### src/rtl/mbc_arbiter.sv
// mbc_arbiter: two-port round-robin arbiter sharing the memory bus controller's processor interface
// Optional feature macro: MBC_ARB_TIMEOUT_EN (BUSY watchdog, gives up after TIMEOUT cycles)
// Ports:
//   clk, reset_n                      clock, asynchronous active-low reset
//   reqN, addrN, wdataN, bN, hN, rwN  requester N (0 = instruction fetch, 1 = load/store), req held until doneN
//   gntN                              one-cycle pulse: request of port N latched
//   doneN                             one-cycle pulse: transaction of port N finished
//   err, rdata                        status and read data, valid with done (rdata held until next done)
//   busy                              a transaction is outstanding
//   mbc_address .. mbc_enable         request fields and enable towards the controller
//   mbc_mem_rdy, mbc_error_drs        controller ready / error state
//   mbc_d_read                        controller read data
module mbc_arbiter #(
    parameter int AW = 25,
    parameter int DW = 32
`ifdef MBC_ARB_TIMEOUT_EN
    ,
    parameter int TIMEOUT = 255
`endif
) (
    input  logic          clk,
    input  logic          reset_n,
    input  logic          req0,
    input  logic          req1,
    input  logic [AW-1:0] addr0,
    input  logic [AW-1:0] addr1,
    input  logic [DW-1:0] wdata0,
    input  logic [DW-1:0] wdata1,
    input  logic          b0,
    input  logic          h0,
    input  logic          b1,
    input  logic          h1,
    input  logic          rw0,
    input  logic          rw1,
    output logic          gnt0,
    output logic          gnt1,
    output logic          done0,
    output logic          done1,
    output logic          err,
    output logic [DW-1:0] rdata,
    output logic          busy,
    output logic [AW-1:0] mbc_address,
    output logic [DW-1:0] mbc_d_write,
    output logic          mbc_b,
    output logic          mbc_h,
    output logic          mbc_r_w,
    output logic          mbc_enable,
    input  logic          mbc_mem_rdy,
    input  logic          mbc_error_drs,
    input  logic [DW-1:0] mbc_d_read
);
    localparam logic [2:0] S_IDLE    = 3'd0;
    localparam logic [2:0] S_ISSUE   = 3'd1;
    localparam logic [2:0] S_BUSY    = 3'd2;
    localparam logic [2:0] S_ERR_CLR = 3'd3;
    localparam logic [2:0] S_DONE    = 3'd4;

    logic [2:0] r_state;
    logic       r_last;
    logic       r_owner;
    logic       r_err;
    logic       r_seen_low;
    logic       w_any;
    logic       w_win;
    logic       w_timeout;

    // a contested grant goes to the port that was not served last
    assign w_any = req0 | req1;
    assign w_win = (req0 & req1) ? ~r_last : req1;

    always_comb begin
        // grants are combinational, so they are gated while reset is held
        gnt0       = reset_n & (r_state == S_IDLE) & w_any & ~w_win;
        gnt1       = reset_n & (r_state == S_IDLE) & w_any & w_win;
        done0      = (r_state == S_DONE) & ~r_owner;
        done1      = (r_state == S_DONE) & r_owner;
        err        = (r_state == S_DONE) & r_err;
        busy       = r_state != S_IDLE;
        // hold off the issue while the controller is still booting
        mbc_enable = ((r_state == S_ISSUE) & mbc_mem_rdy) | (r_state == S_ERR_CLR);
    end

`ifdef MBC_ARB_TIMEOUT_EN
    localparam int CW = ($clog2(TIMEOUT + 1) > 8) ? $clog2(TIMEOUT + 1) : 8;
    logic [CW-1:0] r_cnt;
    // the count reaches TIMEOUT-1 during the TIMEOUT-th BUSY cycle
    assign w_timeout = r_cnt == CW'(TIMEOUT - 1);
    always_ff @(posedge clk or negedge reset_n) begin
        if (!reset_n)
            r_cnt <= '0;
        else if (r_state == S_ISSUE)
            r_cnt <= '0;
        else if (r_state == S_BUSY)
            r_cnt <= r_cnt + 1'b1;
    end
`else
    assign w_timeout = 1'b0;
`endif

    always_ff @(posedge clk or negedge reset_n) begin
        if (!reset_n) begin
            r_state     <= S_IDLE;
            r_last      <= 1'b1;
            r_owner     <= 1'b0;
            r_err       <= 1'b0;
            r_seen_low  <= 1'b0;
            rdata       <= '0;
            mbc_address <= '0;
            mbc_d_write <= '0;
            mbc_b       <= 1'b0;
            mbc_h       <= 1'b0;
            mbc_r_w     <= 1'b0;
        end else begin
            case (r_state)
                S_IDLE: if (w_any) begin
                    r_state     <= S_ISSUE;
                    r_owner     <= w_win;
                    r_last      <= w_win;
                    r_err       <= 1'b0;
                    mbc_address <= w_win ? addr1 : addr0;
                    mbc_d_write <= w_win ? wdata1 : wdata0;
                    mbc_b       <= w_win ? b1 : b0;
                    mbc_h       <= w_win ? h1 : h0;
                    mbc_r_w     <= w_win ? rw1 : rw0;
                end
                S_ISSUE: if (mbc_mem_rdy) begin
                    r_state    <= S_BUSY;
                    r_seen_low <= 1'b0;
                end
                S_BUSY: begin
                    // ready is only trusted once the controller has dropped it for this access
                    if (!mbc_mem_rdy)
                        r_seen_low <= 1'b1;
                    if (mbc_error_drs)
                        r_state <= S_ERR_CLR;
                    else if (mbc_mem_rdy && r_seen_low) begin
                        r_state <= S_DONE;
                        if (!mbc_r_w)
                            rdata <= mbc_d_read;
                    end else if (w_timeout) begin
                        r_state <= S_DONE;
                        r_err   <= 1'b1;
                    end
                end
                S_ERR_CLR: begin
                    r_state <= S_DONE;
                    r_err   <= 1'b1;
                end
                default: r_state <= S_IDLE;
            endcase
        end
    end
endmodule

### config.mk
export PLATFORM = sky130hd
export DESIGN_NAME = mbc_arbiter
export DESIGN_NICKNAME = d
export VERILOG_FILES = /design/src/rtl/mbc_arbiter.sv
export SDC_FILE = /design/constraint.sdc
export NUM_CORES = 1
export LEC_CHECK = 0
export ABC_AREA = 1
export CAP_MARGIN = 15
export CORE_MARGIN = 1
export CORE_UTILIZATION = 35
export DETAILED_ROUTE_END_ITERATION = 10
export PLACE_DENSITY = 0.77
export SETUP_SLACK_MARGIN = 0.5
export SLEW_MARGIN = 25
export SYNTH_ARGS = -nofsm -noshare
export SYNTH_HDL_FRONTEND = slang
export SYNTH_SLANG_ARGS = --single-unit
export TNS_END_PERCENT = 20
### constraint.sdc
create_clock -name clk -period 1.4 [get_ports clk]
set_clock_uncertainty 0.15 [all_clocks]
set_input_delay 0.35 -clock clk [delete_from_list [all_inputs] [get_ports clk]]
set_output_delay 0.35 -clock clk [all_outputs]
set_load 0.03 [all_outputs]
# Yosys cells after proc, flatten, opt, wreduce, memory -nomap -nowiden
# Index checks and enable logic that the tools add are counted.
# word_totals
register_bits	99
input_bits	158
output_inout_bits	99
elab_cells	61
# classes
n_eq_ne	8
muxes	16
bitwise_logic	16
n_reduce_logical	10
# ops
cell	n
2-to-1 mux 32 bit	1
2-to-1 mux 25 bit	1
2-to-1 mux 3 bit	4
one-hot mux 3 bit (4 select lines)	1
bitwise AND 1 bit	9
2-to-1 mux 1 bit	7
equality test 3 x 2 -> 1 bit, second input constant	2
!= test 2 bit, second input constant	3
AND reduction 3 bit	2
NOT 1 bit	5
one-hot mux 1 bit (2 select lines)	2
AND reduction 2 bit	2
AND reduction 4 bit	1
nonzero test 2 bit	2
equality test 3 x 1 -> 1 bit, second input constant	1
equality test 3 bit, second input constant	1
logical NOT 3 bit	1
!= test 3 bit, second input constant	1
nonzero test 3 bit	1
bitwise OR 1 bit	2
logical AND 1 bit	1

# Longest topological paths before layout
# Gate-level depths: netlist of the first run.
# logic_depth
depth_word	4
ltp_mapped	8
ltp_nobuf	7

# Worst setup path before layout of the first run
# OpenSTA, ideal clock, no wires.
# synth_timing
path_type	reg-to-output
startpoint	register r_state[1]
endpoint	output gnt0
arrival_ns	1.525
t_required_ns	0.900
path_slack_ns	-0.625
stages_incl_launch_ff	7
n_path_buf	1
path_cell_list	dfrtp_1 -> nor2_4 -> nand2_2 -> nor2_4 -> inv_2 -> buf_2 -> nor3_2
# synth_via
elab_chain_len	4
# synth_lines
item	line_no	rtl
start: declaration	58	logic [2:0] r_state;
start signal: assignment	102	r_state <= S_IDLE;
start signal: assignment	116	r_state <= S_ISSUE;
start signal: assignment	127	r_state <= S_BUSY;
logical NOT 3 bit	73	gnt0 = reset_n & (r_state == S_IDLE) & w_any & ~w_win;
bitwise AND 1 bit (3 in a row)	73	
end: declaration	35	output logic gnt0,
# No other way between the ends.

# Final worst setup path of the first run
# layout_timing
startpoint	register r_state[2]
endpoint	register mbc_address[14]
# layout_via
elab_chain_len	2
# layout_lines
item	line_no	rtl
logical NOT 3 bit	114	case (r_state)
AND reduction 2 bit (no source line)	n/a	
end signal: assignment	120	mbc_address <= w_win ? addr1 : addr0;
end: declaration	42	output logic [AW-1:0] mbc_address,
# No other way between the ends.
# A chain may end at the register's enable or synchronous reset.

==> results of run 1 <==
-- metal layers --
| layer | vias to the layer above | global-route usage, % |
|---|---|---|
| met3 | 14 | 7.607 |
| met4 | 0 | 5.369 |
| met2 | 208 | 44.15 |
| li1 | 2547 | - |
| met5 | - | 0 |
| met1 | 2292 | 27.74 |
-- registers in the layout, indices dropped and copies added (netlist names), 3 cells and up --
signal	cells
mbc_address	25
r_state	3
mbc_d_write	32
rdata	32
-- Yosys cell counts --
cell type  count  area share [%]
buf_2         23             2.5
buf_4          3            0.48
buf_6          3            0.72
clkbuf_1       4            0.32
dfrtp_1       98              52
dfstp_2        1            0.56
inv_1          9            0.72
inv_2          3            0.24
nand2_1      435              35
nand2_2        2            0.27
nand3_1       35             3.7
nand3_2        1            0.21
nor2_1         9            0.72
nor2_4         3            0.72
nor3_1         1            0.11
nor3_2         1            0.21
o211ai_1       1            0.16
o21ai_0        8            0.86
o21bai_1       1            0.16
-- through the flow --
stage	setup WS, ns	TNS, ns	instances	power (mW)	utilization (%)
2_1_floorplan	-0.4263	-4.156	641	10.17	-
5_1_grt	-0.6402	-44.03	1117	20.97	68.68
6_report	-0.5722	-35.67	1117	19.87	68.68
3_3_place_gp	-0.5926	-45.04	1077	14.10	58.65
4_1_cts	-0.5507	-31.58	1113	19.29	67.08
3_5_place_dp	-0.5895	-46.49	1077	14.21	58.65
-- placed cells by master, fill, tap and decap left out --
| cell | count |
|---|---|
| clkinvlp_4 | 2 |
| buf_16 | 6 |
| buf_4 | 32 |
| buf_12 | 18 |
| nand2_1 | 399 |
| clkinv_4 | 2 |
| dlymetal6s2s_1 | 1 |
| nand3_4 | 1 |
| o21ai_4 | 1 |
| o21ai_2 | 1 |
| o21bai_1 | 1 |
| clkbuf_16 | 9 |
| inv_1 | 7 |
| nor2_2 | 2 |
| o211ai_1 | 1 |
| o21ai_0 | 4 |
| inv_4 | 2 |
| nor2_1 | 2 |
| dfrtp_1 | 98 |
| buf_8 | 4 |
| inv_6 | 3 |
| nor3_4 | 1 |
| o21ai_1 | 2 |
| nand3_1 | 34 |
| inv_2 | 3 |
| nand2_2 | 32 |
| nand3_2 | 1 |
| bufbuf_16 | 2 |
| nor2_4 | 8 |
| nor3_2 | 1 |
| dlygate4sd2_1 | 3 |
| buf_6 | 103 |
| nand2_4 | 6 |
| dfstp_2 | 1 |
| clkdlybuf4s50_1 | 152 |
-- cells by family (layout without fill, tap and decap cells) --
family                 after synthesis  count (layout)  share of synthesized area (%)
AOI/OAI and AO/OA                   10              10                          1.177
buffers and inverters               45             349                          4.948
DFF                                 99              99                          52.98
and+or+nand+nor                    487             487                          40.89
-- worst min-delay path: cells and delay by family --
kind,cells,cell delay [ns]
buffers and inverters,3,0.49
-- power by group --
part / switching (mW) / internal (mW) / total (mW) / leakage (nW)
logic: 6.37 / 5.84 / 12.2 / 3.20
clock network: 1.17 / 1.23 / 2.40 / 0.133
registers: 1.06 / 4.19 / 5.26 / 1.26
-- timing repair --
item / CTS / global route
pin swaps: 5 / 7
endpoints found under the hold margin: 98 / 3
resized for setup: 141 / 49
buffers inserted: 12 / 4
setup endpoints to repair: 198 / 198
cloned: 8 / 0
-- final cells by class --
cell class | instances | share of cell area (%)
Inverter | 12 | 0.5682
Clock buffer | 9 | 2.557
Clock inverter | 7 | 0.6676
Timing Repair Buffer | 321 | 40.99
Tap cell | 172 | 2.443
Sequential cell | 99 | 28.14
Multi-Input combinational cell | 497 | 24.63
-- worst max-delay path by stage --
stage / from / endpoint / slack, ns / cells after the start
5_1_grt: r_state[1]$_DFFE_PN0P_ / mbc_d_write[3]$_DFFE_PN0P_ / -0.64 / 12
4_1_cts: r_state[2]$_DFFE_PN0P_ / gnt0 / -0.55 / 6
2_1_floorplan: r_state[2]$_DFFE_PN0P_ / gnt0 / -0.43 / 6
3_3_place_gp: req1 / gnt1 / -0.59 / 6
3_5_place_dp: req1 / gnt1 / -0.59 / 6
6_report: r_state[2]$_DFFE_PN0P_ / mbc_address[14]$_DFFE_PN0P_ / -0.57 / 12
==> flow_summary.toml, run 1 <==
[drt]
met1_length_mm = 6.536
wl_per_cell_um = 14.57
drtIter0Drc = 171
routed_wl_mm = 16.28
drc = 0
routed-wl-met3_mm = 1.268
drtAntennaViolNets = 0
wl_met2_mm = 8.291
top_layer = "met4"
routed_via_density = 4.531
vias = 5061
firstDrtPassIters = 4

[timing]
finalHoldViolCount = 59
finalSetupViolations = 117
hold_slack_ns = -0.06079
max_freq_mhz = 507.1
report.final.slew_viol_count = 0
worst_pin_slew_ns = 0.4191
rsz0062_at_grt = "true"
period_share_pct = 140.9
slew-limit-headroom_pct = 72.06
setup_ws_ns = -0.5722
fin_crit_ns = 1.972

[status]
violations = "negative hold slack, negative setup slack"
status = "finished, violations left"

[final_layout]
multi_input_area_um2 = 2170
insertedDiodeCount = 0
n_fill_cell = 1010
nNetsFinal = 1098
final_cell_area_um2 = 8808
final_layout_size_suffix_gt1_share_pct = 25.50
seqCellArea_um2 = 2479
area_growth_pct = 88.29

[placement]
place_congestion = 0.7828
io_buffers = 256
dpl_cell_area_um2 = 7522
hpwlAfterDp_mm = 10.75

[floorplan]
dieArea_um2 = 13830
design.core.area_um2 = 12820
die_x_um = 117.6
die_h_um = 117.6
num_rows = 41
io_pins = 257
initial_core_util_pct = 36.48

[global_routing]
grt_pass1_wl_mm = 26.50
track_usage_pct = 24.34
grt_pass1_vias = 5205
grt_start_max_net_pins = 71
antenna_found_initial = 0
gr-total-overflow = 0

[clocking]
cts-root-buf = "clkbuf_16"
clock_path_buffers = 2
clk-insertion-delay-late_ns = 0.34
cts_tree = "done"
h-tree-depth = 3
cts-buffers-inserted = 9
cts.sinks = 99
clk_pin_slew_ns = 0.07

[worst_setup_path]
cp_slowest_cell = "dfrtp_1"
worstPathArrival_ns = 2.05
timing.rr.start = "r_state[2]$_DFFE_PN0P_"
slowest_delay_ns = 0.42
crit_chain = "nor2_4 -> nand2_4 -> nor2_4 -> inv_2 -> buf_4 -> buf_6 -> buf_8 -> buf_12 -> buf_12 -> buf_16 -> nand2_1 -> nand2_1"
cp_num_buf_inv = 7
critPathTopFamily = "buffers and inverters"
rrSetupSlack_ns = -0.57
r2r.worst_path.cells = 12
criticalPathCategory = "register to register"
cp-start-kind = "register"
critPathCaptureType = "register"
cp_data_required_time_ns = 1.48
cp_max_fo = 7
worstReg2RegEnd = "mbc_address[14]$_DFFE_PN0P_"

[pwr]
p_leak_nw = 4.585
vdd_ir_drop_max_v = 0.0009501
powerDensity_nw_per_um2 = 2256

[yosys]
syn_inst = 641
ys_seq_elements = 99
syn-num-nets = 799
ys_types = 19
netlist_area_um2 = 4678
synth_area_per_cell_um2 = 7.298
ys_seq_area_share_pct = 52.98
yosys_warnings = 0

[run]
drv_cap = 0

[worst_hold_path]
hold_class = "primary input to asynchronous set/reset pin"
(Power assumes the default switching activity.)
==> run 2: changes to the inputs <==
Settings changed: SLEW_MARGIN 25 to default.
==> results of run 2 <==
Same layout as run 1: the final DEF is identical, and so are final timing and power.
